$ cat src/rtl/sqwave_pkg.sv
// Shared types and defaults for the square-wave sequencer.
// The cfg_t fields are sized by the default widths below.
package sqwave_pkg;

    localparam int SQ_CNT_W = 16;
    localparam int SQ_PER_W = 8;

    typedef enum logic [1:0] {
        ST_IDLE,
        ST_RUN,
        ST_STOP
    } state_t;

    typedef struct packed {
        logic [SQ_CNT_W-1:0] half;
        logic [SQ_PER_W-1:0] periods;
    } cfg_t;

    // A half-period of zero would never toggle, so it runs as one cycle.
    function automatic logic [SQ_CNT_W-1:0] clamp_half(input logic [SQ_CNT_W-1:0] h);
        return (h == '0) ? SQ_CNT_W'(1) : h;
    endfunction

endpackage

$ cat src/rtl/sqwave_half_cnt.sv
// Loadable down-counter timing one phase of the square wave.
// Holds at zero rather than wrapping; the controller reloads it there.
module sqwave_half_cnt #(
    parameter int W = 16
) (
    input  logic         clk,
    input  logic         rst_n,
    input  logic         load,
    input  logic         en,
    input  logic [W-1:0] load_val,
    output logic         zero
);

    logic [W-1:0] cnt_q, cnt_d;

    // NOTE: every combinational output gets a default first, so no latch is inferred.
    always_comb begin
        cnt_d = cnt_q;
        if (load) begin
            cnt_d = load_val;
        end else if (en && cnt_q != '0) begin
            cnt_d = cnt_q - W'(1);
        end
    end

    // NOTE: sequential state is updated with non-blocking assignments only.
    always_ff @(posedge clk or negedge rst_n) begin
        if (!rst_n) begin
            cnt_q <= '0;
        end else begin
            cnt_q <= cnt_d;
        end
    end

    assign zero = (cnt_q == '0);

endmodule

$ cat src/rtl/sqwave_ctrl.sv
// Square-wave sequencer: burst or free-run, stop request, and a shadow
// configuration that takes over at the next period boundary.
module sqwave_ctrl
    import sqwave_pkg::*;
#(
    parameter int CNT_W = SQ_CNT_W,
    parameter int PER_W = SQ_PER_W
) (
    input  logic             clk,
    input  logic             rst_n,
    input  logic             cfg_valid,
    output logic             cfg_ready,
    input  logic [CNT_W-1:0] cfg_half,
    input  logic [PER_W-1:0] cfg_periods,
    input  logic             stop_i,
    output logic             wave_o,
    output logic             rise_o,
    output logic             fall_o,
    output logic             busy_o,
    output logic             done_o
);

    state_t state_q, state_d;
    cfg_t   cfg_q, cfg_d, shadow_q, shadow_d, cfg_in, cfg_next;
    logic   pend_q, pend_d;
    logic   wave_q, wave_d, rise_q, rise_d, fall_q, fall_d, done_q, done_d;

    logic             cnt_load, cnt_zero;
    logic [CNT_W-1:0] cnt_load_val;
    logic             busy, accept, phase_end, boundary, apply, finish;

    always_comb begin
        cfg_in.half    = clamp_half(cfg_half);
        cfg_in.periods = cfg_periods;
        cfg_next       = pend_q ? shadow_q : cfg_in;
    end

    always_comb begin
        unique case (state_q)
            ST_IDLE: cfg_ready = 1'b1;
            ST_RUN:  cfg_ready = !pend_q;
            default: cfg_ready = 1'b0;
        endcase
    end

    assign busy      = (state_q != ST_IDLE);
    assign accept    = cfg_valid && cfg_ready;
    assign phase_end = busy && cnt_zero;
    assign boundary  = phase_end && !wave_q;
    // A config accepted on the boundary cycle itself applies there too.
    assign apply     = (state_q == ST_RUN) && boundary && !stop_i && (pend_q || accept);
    assign finish    = boundary && !apply
                       && ((state_q == ST_STOP) || (cfg_q.periods == PER_W'(1)));

    always_ff @(posedge clk or negedge rst_n) begin
        if (!rst_n) begin
            state_q <= ST_IDLE;
        end else begin
            state_q <= state_d;
        end
    end

    always_comb begin
        state_d = state_q;
        unique case (state_q)
            ST_IDLE: if (accept) state_d = ST_RUN;
            ST_RUN: begin
                if (finish)      state_d = ST_IDLE;
                else if (stop_i) state_d = ST_STOP;
            end
            ST_STOP: if (finish) state_d = ST_IDLE;
            default: state_d = ST_IDLE;
        endcase
    end

    always_comb begin
        cfg_d        = cfg_q;
        shadow_d     = shadow_q;
        pend_d       = pend_q;
        wave_d       = wave_q;
        rise_d       = 1'b0;
        fall_d       = 1'b0;
        done_d       = 1'b0;
        cnt_load     = 1'b0;
        cnt_load_val = cfg_q.half - CNT_W'(1);

        if (state_q == ST_IDLE) begin
            pend_d = 1'b0;
            if (accept) begin
                cfg_d        = cfg_in;
                cnt_load     = 1'b1;
                cnt_load_val = cfg_in.half - CNT_W'(1);
                wave_d       = 1'b1;
                rise_d       = 1'b1;
            end
        end else begin
            if (state_q == ST_RUN) begin
                if (stop_i) begin
                    pend_d = 1'b0;
                end else if (accept && !apply) begin
                    pend_d   = 1'b1;
                    shadow_d = cfg_in;
                end
            end

            if (phase_end) begin
                cnt_load = 1'b1;
                if (wave_q) begin
                    wave_d = 1'b0;
                    fall_d = 1'b1;
                end else if (finish) begin
                    cnt_load = 1'b0;
                    wave_d   = 1'b0;
                    done_d   = 1'b1;
                    pend_d   = 1'b0;
                end else begin
                    wave_d = 1'b1;
                    rise_d = 1'b1;
                    if (apply) begin
                        // The new count replaces the remaining one; this boundary is not counted.
                        cfg_d        = cfg_next;
                        cnt_load_val = cfg_next.half - CNT_W'(1);
                        pend_d       = 1'b0;
                    end else if (cfg_q.periods != '0) begin
                        cfg_d.periods = cfg_q.periods - PER_W'(1);
                    end
                end
            end
        end
    end

    always_ff @(posedge clk or negedge rst_n) begin
        if (!rst_n) begin
            cfg_q    <= '0;
            shadow_q <= '0;
            pend_q   <= 1'b0;
            wave_q   <= 1'b0;
            rise_q   <= 1'b0;
            fall_q   <= 1'b0;
            done_q   <= 1'b0;
        end else begin
            cfg_q    <= cfg_d;
            shadow_q <= shadow_d;
            pend_q   <= pend_d;
            wave_q   <= wave_d;
            rise_q   <= rise_d;
            fall_q   <= fall_d;
            done_q   <= done_d;
        end
    end

    sqwave_half_cnt #(.W(CNT_W)) u_half_cnt (
        .clk      (clk),
        .rst_n    (rst_n),
        .load     (cnt_load),
        .en       (busy),
        .load_val (cnt_load_val),
        .zero     (cnt_zero)
    );

    assign wave_o = wave_q;
    assign rise_o = rise_q;
    assign fall_o = fall_q;
    assign busy_o = busy;
    assign done_o = done_q;

endmodule

$ cat config.mk
export PLATFORM = sky130hd
export DESIGN_NAME = sqwave_ctrl
export DESIGN_NICKNAME = d
export VERILOG_FILES = /design/src/rtl/sqwave_pkg.sv /design/src/rtl/sqwave_half_cnt.sv /design/src/rtl/sqwave_ctrl.sv
export SDC_FILE = /design/constraint.sdc
export NUM_CORES = 1
export LEC_CHECK = 0
export BUFFER_PORTS_ARGS = -buffer_cell sky130_fd_sc_hd__buf_4
export CAP_MARGIN = 20
export CORE_UTILIZATION = 30
export DETAILED_ROUTE_END_ITERATION = 16
export SYNTH_ARGS = -nofsm -noshare
export SYNTH_HDL_FRONTEND = slang
export SYNTH_SLANG_ARGS = --single-unit
$ cat constraint.sdc
create_clock -name clk -period 2.9 [get_ports clk]
set_input_delay 0.58 -clock clk [delete_from_list [all_inputs] [get_ports clk]]
set_output_delay 0.58 -clock clk [all_outputs]
set_load 0.01 [all_outputs]
; Yosys cells after proc, flatten, opt, wreduce, memory -nomap -nowiden
; Index checks and enable logic that the tools add are counted.
[totals]
register_bits = 71
latchBits = 0
mem_bits_rw = 0
mem_bits_ro = 0
inputBits = 28
output_inout_bits = 6
word_cells = 107
n_memories = 0
[op_classes]
addsub = 5
mul = 0
div_mod_pow = 0
order_cmp = 0
n_eq_ne = 8
shift = 0
muxes = 50
n_bitwise = 2
n_reduce_logical = 31
[op_table]
columns = cell, count
row1 = 16-bit two-way mux, 10
row2 = 24-bit two-way mux, 6
row3 = "16-bit by 1-bit subtractor with 16-bit output, second input constant", 4
row4 = 16-bit zero test, 2
row5 = 1-bit two-way mux, 26
row6 = 8-bit two-way mux, 2
row7 = 16-bit nonzero test, 1
row8 = 1-bit logical AND, 10
row9 = 5-bit AND reduction, 2
row10 = "8-bit by 1-bit equality test with 1-bit output, second input constant", 1
row11 = 2-bit two-way mux, 4
row12 = 2-bit nonzero test, 4
row13 = 8-bit nonzero test, 1
row14 = "8-bit by 1-bit subtractor with 8-bit output, second input constant", 1
row15 = 2-bit case mux with 3 select lines, 1
row16 = 1-bit zero test, 4
row17 = "2-bit by 1-bit != test with 1-bit output, second input constant", 2
row18 = "2-bit != test, second input constant", 2
row19 = 4-bit AND reduction, 1
row20 = "3-bit != test, second input constant", 1
row21 = 3-bit AND reduction, 1
row22 = 3-bit nonzero test, 1
row23 = "2-bit by 1-bit equality test with 1-bit output, second input constant", 1
row24 = "2-bit equality test, second input constant", 1
row25 = other kinds (5), 7

; Logic depth before layout (Yosys ltp)
; Gate-level depths: netlist of run 1.
[logic_depth]
ltp_word = 16
mapped_depth = 12

; Cells and area by module
; A second synthesis of run 1 with hierarchy kept.
[hier_totals]
hier_cells = 579
hier_area_um2 = 5228.8
[by_module_without_submodules]
columns = mod, instances, cells_each, area_each_um2, seq_area_each_um2
row1 = sqwave_ctrl, 1, 455, 4174.0, 1376.3
row2 = sqwave_half_cnt, 1, 124, 1054.8, 400.4

; Worst setup path after synthesis of run 1
; Ideal clock, no wire load.
[synth_timing]
path_kind = in2reg
from = input cfg_half[11]
to = register u_half_cnt.cnt_q[10]
setup_time_ps = 127
t_arrival_ps = 2793
t_required_ps = 2773
slack_ps = -20
stages = 11
n_path_buf = 1
path_cell_list = clkbuf_1 nor4_1 nand4_1 nor2b_1 ha_1 nor3b_1 nand3_1 xnor2_1 a22o_1 a211oi_1 a21oi_1
[synth_between]
elab_chain_cells = 10
elab_cells_between_ends = 12
cone_classes = add/sub: 2 / mux: 9 / reduce/logical: 1
[synth_rtl]
columns = element, line_no
row1 = "start, declared", sqwave_ctrl.sv:13  ; input logic [CNT_W-1:0] cfg_half,
row2 = 16-bit zero test (*), sqwave_pkg.sv:21  ; return (h == '0) ? SQ_CNT_W'(1) : h;
row3 = 16-bit two-way mux (*), sqwave_pkg.sv:21
row4 = 24-bit two-way mux, sqwave_ctrl.sv:35  ; cfg_next = pend_q ? shadow_q : cfg_in;
row5 = 16-bit by 1-bit subtractor with 16-bit output, sqwave_ctrl.sv:122  ; cnt_load_val = cfg_next.half - CNT_W'(1);
row6 = 16-bit two-way mux, sqwave_ctrl.sv:119  ; if (apply) begin
row7 = 16-bit two-way mux, sqwave_ctrl.sv:111  ; end else if (finish) begin
row8 = 16-bit two-way mux, sqwave_ctrl.sv:108  ; if (wave_q) begin
row9 = 16-bit two-way mux, sqwave_ctrl.sv:106  ; if (phase_end) begin
row10 = 16-bit two-way mux (*), sqwave_ctrl.sv:87  ; if (state_q == ST_IDLE) begin
row11 = 16-bit two-way mux (*), sqwave_half_cnt.sv:19  ; if (load) begin
row12 = "end signal, assigned", sqwave_half_cnt.sv:31  ; cnt_q <= cnt_d;
row13 = "end, declared", sqwave_half_cnt.sv:14  ; logic [W-1:0] cnt_q, cnt_d;
; Mark *: on every way between the ends. The rest lies on a longest branch, timed or not.
; A chain may end at the register's enable or synchronous reset.

; Worst setup path after layout of run 1
[layout_timing]
from = register u_half_cnt.cnt_q[4]
to = register cfg_q[6] (netlist name)
[layout_between]
elab_chain_cells = 11
elab_cells_between_ends = 18
cone_classes = eq/ne: 1 / mux: 5 / reduce/logical: 12
[layout_rtl]
columns = element, line_no
row1 = 16-bit zero test (*), sqwave_half_cnt.sv:35  ; assign zero = (cnt_q == '0);
row2 = 1-bit logical AND (*), sqwave_ctrl.sv:48  ; assign phase_end = busy && cnt_zero;
row3 = 1-bit logical AND, sqwave_ctrl.sv:49  ; assign boundary = phase_end && !wave_q;
row4 = 1-bit logical AND (3 in series), sqwave_ctrl.sv:51  ; assign apply = (state_q == ST_RUN) && boundary && !stop_i && (pend_q || accept);
row5 = 8-bit two-way mux or 1-bit zero test (tied branches), "sqwave_ctrl.sv:119, sqwave_ctrl.sv:52"
row6 = 24-bit two-way mux or 1-bit logical AND (tied branches), "sqwave_ctrl.sv:111, sqwave_ctrl.sv:52"
row7 = 24-bit two-way mux or 1-bit logical AND (tied branches), "sqwave_ctrl.sv:108, sqwave_ctrl.sv:53"
row8 = 24-bit two-way mux or 2-bit by 1-bit != test with 1-bit output (tied branches), n/a
row9 = 24-bit two-way mux or 5-bit AND reduction (tied branches), n/a
row10 = "end signal, assigned", sqwave_ctrl.sv:142  ; cfg_q <= cfg_d;
row11 = "end, declared", sqwave_ctrl.sv:24  ; cfg_t cfg_q, cfg_d, shadow_q, shadow_d, cfg_in, cfg_next;
; Mark *: on every way between the ends. The rest lies on a longest branch, timed or not. The select of a mux whose other input is x is not followed.

==> results.json, run 1 <==
{
  "cts.sinks": 71,
  "critPathKind": "flop to flop",
  "ff_latch_area_um2": 1780,
  "outcome": "finished, final reports clean",
  "rsz0062_at_grt": "no",
  "hpwl_mm": 12.0,
  "route.detailed.drc": 0,
  "mostFrequentLayoutCell": "buf_4",
  "cts-root-buf": "clkbuf_16",
  "swShare_pct": 42.4,
  "area_growth_pct": 19.6,
  "syn_area_per_cell_um2": 8.99,
  "rrSetupSlack_ns": 0.15,
  "post_dp_cell_area_um2": 5900,
  "die_h_um": 134,
  "worst_slew_pin_slew_ns": 0.935,
  "finalNetCount": 665,
  "antenna_found_initial": 0,
  "synthFlopType": "dfrtp_1",
  "powerDensity_nw_per_um2": 951,
  "drtAntennaViolNets": 0,
  "totalWireLength_mm": 16.1,
  "max_slew_margin_pct": 37.7,
  "p_int_uw": 3400,
  "dp_cells": 837,
  "multi_input_area_um2": 3210,
  "portBuffers": 33,
  "yosys_warnings": 0,
  "synth_edf_count": 0,
  "fillCellCount": 1663,
  "max-clock-path-buffers": 2,
  "maxSlewViolCount": 0,
  "synth-seq-cells": 71,
  "min_period_ns": 2.75,
  "syn-num-nets": 613,
  "cts_tree": "done",
  "wire_per_inst_um": 18.8,
  "track_usage_pct": 18.8,
  "total_power_uw": 5910,
  "instances_no_fill": 855,
  "core_um2": 16800,
  "worst_setup_path_end_kind": "flop",
  "hold_viol_final": 0,
  "async_flop_share_pct": 100,
  "grt_pass1_wl_mm": 26.0,
  "start_util_pct": 31.0,
  "die-width_um": 134,
  "overflow": 0,
  "drt_iter0_drc": 428,
  "seq_power_share_pct": 34.9,
  "mostFrequentLayoutCells": "buf_4, dfrtp_1, nor2_1, nand2_1, o21ai_0",
  "num_antenna_cells": 0,
  "io_pins": 34,
  "dieArea_um2": 17900,
  "synth_cell_types": 63,
  "cts_inserted_buffers": 9,
  "p_clk_share_pct": 19.1,
  "cp_data_arrival_time_ns": 3.02,
  "setup_viol": 0,
  "syn-cell-area_um2": 5200,
  "switchingPower_uw": 2500,
  "combPwrFrac_pct": 46.0,
  "critPathMaxFanout": 9,
  "gp_congestion": 0.912,
  "htree_levels": 3,
  "drive_gt1_share_pct": 21.3,
  "fin_skew_ns": 0.00899,
  "grt_max_degree": 72,
  "maxCapViolations": 0,
  "startpoint_type": "flop",
  "ir_drop_uv": 478,
  "fin_area_um2": 6210,
  "path_clk_slew_ns": 0.06,
  "yosysSeqAreaShare_pct": 34.2,
  "first_pass_iters": 6,
  "rows": 47,
  "hp-class": "primary input to async pin",
  "syn_inst": 578,
  "required_ns": 3.17,
  "vias": 4810,
  "period_share_pct": 95.0,
  "clk_latency_ns": 0.34,
  "leakagePower_uw": 0.00256,
  "via_per_inst": 5.63,
  "first_global_vias": 4609,
  "whs_ns": 0.373,
  "fmax_ghz": 0.363
}
[final cells by class]
cell class | count | share of cell area, %
tap | 220 | 4.43
clock buffer | 10 | 3.68
multi-input combinational | 455 | 51.7
inverter | 16 | 0.966
timing repair buffer | 77 | 9.50
sequential | 71 | 28.6
clock inverter | 6 | 1.11
[metrics by stage]
stage	worst slack (ns)	setup TNS, ns	utilization, %
after global placement	0.0114	0	35.2
after detailed placement	-0.0401	-0.0401	35.2
after global routing	0.0344	0	37.1
after CTS	0.0295	0	37.0
final	0.146	0	37.1
after floorplan	0.00764	0	-
[registers in the layout, indices dropped and copies added, names as in the netlist]
name and flops:
cfg_q 24, shadow_q 24, u_half_cnt.cnt_q 16, state_q 2, done_o 1, fall_o 1, pend_q 1, rise_o 1
wave_o 1
[logic make-up (layout without fill, tap and decap cells)]
family	after synthesis	after routing	share of synthesized area (%)
AOI/OAI and AO/OA	131	131	16.6
xor gates and xnor gates	48	48	8.09
adders and majority gates	7	7	1.69
buffers and inverters	52	109	4.45
DFF	71	71	34.2
muxes	58	58	13.1
and+or+nand+nor	211	211	21.8
[synthesized netlist by cell type, drive strengths merged, types with 7 or more instances]
master / n / area, um^2
or4: 8 / 63.8
mux2i: 31 / 310
buf: 12 / 80.1
xor2: 22 / 193
mux2: 27 / 372
ha: 7 / 87.6
o21ai: 34 / 170
nor3b: 7 / 52.6
nor4: 28 / 203
o22ai: 13 / 81.3
a21oi: 23 / 115
nand3: 12 / 60.1
o211ai: 7 / 52.6
xnor2: 26 / 228
nor2: 53 / 199
clkbuf: 24 / 91.3
a31oi: 12 / 75.1
nand2: 39 / 146
nor3: 27 / 158
inv: 16 / 60.1
dfrtp: 71 / 1780
[worst paths after layout]
path,start,to,depth (start not counted)
worst max-delay path,u_half_cnt.cnt_q[4]$_DFFE_PN0P_,cfg_q[6]$_DFFE_PN0P_,8
worst max register to register,u_half_cnt.cnt_q[4]$_DFFE_PN0P_,cfg_q[6]$_DFFE_PN0P_,8
min in group clk,cfg_periods[0],shadow_q[0]$_DFFE_PN0P_,2
worst min register to register,shadow_q[3]$_DFFE_PN0P_,shadow_q[3]$_DFFE_PN0P_,1
worst min-delay path,rst_n,shadow_q[0]$_DFFE_PN0P_,1
max in group asynchronous,rst_n,cfg_q[20]$_DFFE_PN0P_,1
[power groups by stage]
stage	clock (uW)	combinational (uW)	sequential (uW)
6_report	1130	2720	2060
4_1_cts	1150	2680	2040
5_1_grt	1190	2960	2120
3_5_place_dp	0	2650	2050
3_3_place_gp	0	2630	2020
2_1_floorplan	0	1980	1830
[per-layer routing]
metal  GRT usage, %  wire (um)
met4           7.32        369
met3           3.16       1160
met1           26.6       7290
met5              0          0
met2           28.3       7260
[worst max-delay path, cell delays in order, from the launching register on]
cell     delay [ns]
dfrtp_1        0.43
or4_4          0.57
nor4_2         0.26
buf_4          0.20
nand2_1        0.19
o41ai_4        0.61
buf_4          0.25
nor2_1         0.05
a21oi_1        0.12
[timing repair]
action                                  CTS  global route
pin swaps                                 1             0
buffers inserted                          2             0
endpoints found under the setup margin    1             5
hold buffers                              0             0
gates resized for setup                   0             2
No activity file was read; power rests on OpenSTA's default activity.
==> run 2, diff against run 1 <==
--- a/config.mk
+++ b/config.mk
@@ -5,10 +5,11 @@
 export SDC_FILE = /design/constraint.sdc
 export NUM_CORES = 1
 export LEC_CHECK = 0
-export BUFFER_PORTS_ARGS = -buffer_cell sky130_fd_sc_hd__buf_4
 export CAP_MARGIN = 20
 export CORE_UTILIZATION = 30
 export DETAILED_ROUTE_END_ITERATION = 16
+export DONT_BUFFER_PORTS = 1
+export REMOVE_ABC_BUFFERS = 1
 export SYNTH_ARGS = -nofsm -noshare
 export SYNTH_HDL_FRONTEND = slang
 export SYNTH_SLANG_ARGS = --single-unit
==> constraint.sdc (replaced) <==
create_clock -name clk -period 2.9 [get_ports clk]
set_input_delay 0.725 -clock clk [delete_from_list [all_inputs] [get_ports clk]]
set_output_delay 0.725 -clock clk [all_outputs]
set_load 0.01 [all_outputs]
==> run 2 against run 1 <==
  * Flip-flop and latch count is the same
  * Highest routed layer unchanged
  * Critical path depth is 2 lower
  * Non-clock buffer count shrank 35
  * Final cell count fell by 4.1%
  * Clock skew increased by 0.0016 ns
  * Critical path type unchanged
  * Global-route usage up 0.14 points
  * Die area unchanged
  * Clock power hardly changed
  * Sequential share of layout area is 1.2 points higher
==> results.json, run 2 (synthesis results as in run 1) <==
{
  "outcome": "finished, final reports clean",
  "track_usage_pct": 18.9,
  "totalWireLength_mm": 16.1,
  "cts-root-buf": "clkbuf_16",
  "drtAntennaViolNets": 0,
  "post-route-util_pct": 35.6,
  "grt_max_degree": 72,
  "max_slew_margin_pct": 42.8,
  "drive_gt1_share_pct": 16.3,
  "start_util_pct": 31.0,
  "cts_tree": "done",
  "drt_iter0_drc": 376,
  "fillCellCount": 1715,
  "area_growth_pct": 14.7,
  "worstReg2RegEnd": "shadow_q[4]$_DFFE_PN0P_",
  "io_pins": 34,
  "critPathMaxFanout": 17,
  "die-width_um": 134,
  "hold_viol_final": 0,
  "critPathKind": "flop to flop",
  "rrSetupSlack_ns": 0.11,
  "vias": 4619,
  "wire_per_inst_um": 19.7,
  "crit_chain": "or4_4, or4_1, nor3_4, nor3_4, buf_12, mux2_4",
  "maxCapViolations": 0,
  "hpwl_mm": 12.0,
  "maxSlewViolCount": 0,
  "powerDensity_nw_per_um2": 962,
  "finalNetCount": 630,
  "cp_data_arrival_time_ns": 3.01,
  "period_share_pct": 96.2,
  "rows": 47,
  "cp_num_buf_inv": 1,
  "portBuffers": 0,
  "max-clock-path-buffers": 2,
  "leakagePower_uw": 0.00240,
  "fin_skew_ns": 0.0106,
  "dieArea_um2": 17900,
  "ff2ff_path_depth": 6,
  "ir_drop_uv": 396,
  "instances_no_fill": 820,
  "hp-class": "primary input to async pin",
  "worst_setup_path_end_kind": "flop",
  "antenna_found_initial": 0,
  "overflow": 0,
  "mostFrequentLayoutCell": "dfrtp_1",
  "htree_levels": 3,
  "cts_inserted_buffers": 9,
  "mostFrequentLayoutCells": "dfrtp_1, nor2_1, nand2_1, buf_4, o21ai_0",
  "cts.sinks": 71,
  "path_clk_slew_ns": 0.06,
  "r2r_start": "u_half_cnt.cnt_q[3]$_DFFE_PN0P_",
  "cts_hold_buf": 0,
  "first_pass_iters": 5,
  "setup_tns_ns": 0,
  "gp_congestion": 0.968,
  "core_um2": 16800,
  "clk_latency_ns": 0.35,
  "top_regs": "cfg_q: 24 flops, shadow_q: 24 flops, u_half_cnt.cnt_q: 16 flops",
  "post-place-ws_ns": -0.0212,
  "first_global_vias": 4541,
  "fin_ws_ns": 0.110,
  "min_period_ns": 2.79,
  "worst_slew_pin_slew_ns": 0.855,
  "crit_family": "simple AND/OR/NAND/NOR gates",
  "via_per_inst": 5.63,
  "die_h_um": 134,
  "cp_common_cell": "nor3_4",
  "fmax_ghz": 0.358,
  "cpMaxStageDelayCell": "or4_1",
  "required_ns": 3.12,
  "grt_pass1_wl_mm": 25.7,
  "startpoint_type": "flop",
  "num_antenna_cells": 0,
  "rsz0062_at_grt": "no",
  "cp_slowest_stage_delay_ns": 0.57,
  "setup_viol": 0,
  "dp_cells": 803,
  "route.detailed.drc": 0
}
-- run 2: changes by cell type in the layout (fill, tap and decap cells not counted), sizes merged --
cell,previous run,this run
buf,77,42
clkbuf,10,12
clkinvlp,1,0
inv,17,16
-- run 2: worst register-to-register path, cell delays in order, from the launching register on --
cell     delay [ns]
dfrtp_1        0.44
or4_4          0.55
or4_1          0.57
nor3_4         0.38
nor3_4         0.19
buf_12         0.22
mux2_4         0.31
-- run 2: per-stage QoR --
step                      total power [uW]  hold WS [ns]  area, um^2
final                                 5730        0.0702        5960
after global routing                  6100        0.0571        5960
after CTS                             5710        0.0565        5940
after detailed placement              4560         0.433        5650
after global placement                4510         0.433        5650
after floorplan                       3720         0.429        5020
-- run 2: how the worst max path moves through the flow --
stage / from / endpoint / cells after the start
final: u_half_cnt.cnt_q[3]$_DFFE_PN0P_ / shadow_q[4]$_DFFE_PN0P_ / 6
after global placement: cfg_half[10] / u_half_cnt.cnt_q[10]$_DFFE_PN0P_ / 14
after CTS: u_half_cnt.cnt_q[3]$_DFFE_PN0P_ / u_half_cnt.cnt_q[0]$_DFFE_PN0P_ / 7
after floorplan: pend_q$_DFF_PN0_ / u_half_cnt.cnt_q[10]$_DFFE_PN0P_ / 6
after global routing: u_half_cnt.cnt_q[3]$_DFFE_PN0P_ / shadow_q[4]$_DFFE_PN0P_ / 6
after detailed placement: cfg_half[10] / u_half_cnt.cnt_q[10]$_DFFE_PN0P_ / 14
-- run 2: final cells by class --
cell class / count / area [um^2] / area share (%)
clock inverter: 4 / 45.0 / 0.756
multi-input combinational: 455 / 3200 / 53.7
clock buffer: 12 / 246 / 4.14
timing repair buffer: 42 / 353 / 5.92
inverter: 16 / 60.1 / 1.01
tap: 220 / 275 / 4.62
sequential: 71 / 1780 / 29.8
-- run 2: layer usage --
layer  GRT usage (%)  share of wire [%]  up-vias
met5               0                  0        -
met4            9.53                3.5        0
met3            3.69                4.7       32
met2            29.8                 47      134
met1            24.7                 45     2288
li1                -                  -     2165
-- run 2: repair_timing --
| action | 4_1_cts | 5_1_grt |
|---|---|---|
| setup endpoints to repair | 0 | 4 |
| setup buffers | 0 | 1 |
| gates resized for setup | 0 | 2 |
-- run 2: power by group --
part	switching [uW]	leakage, uW	internal, uW
clock	425	0.000146	685
sequential	559	0.000849	1460
combinational	1390	0.00140	1210
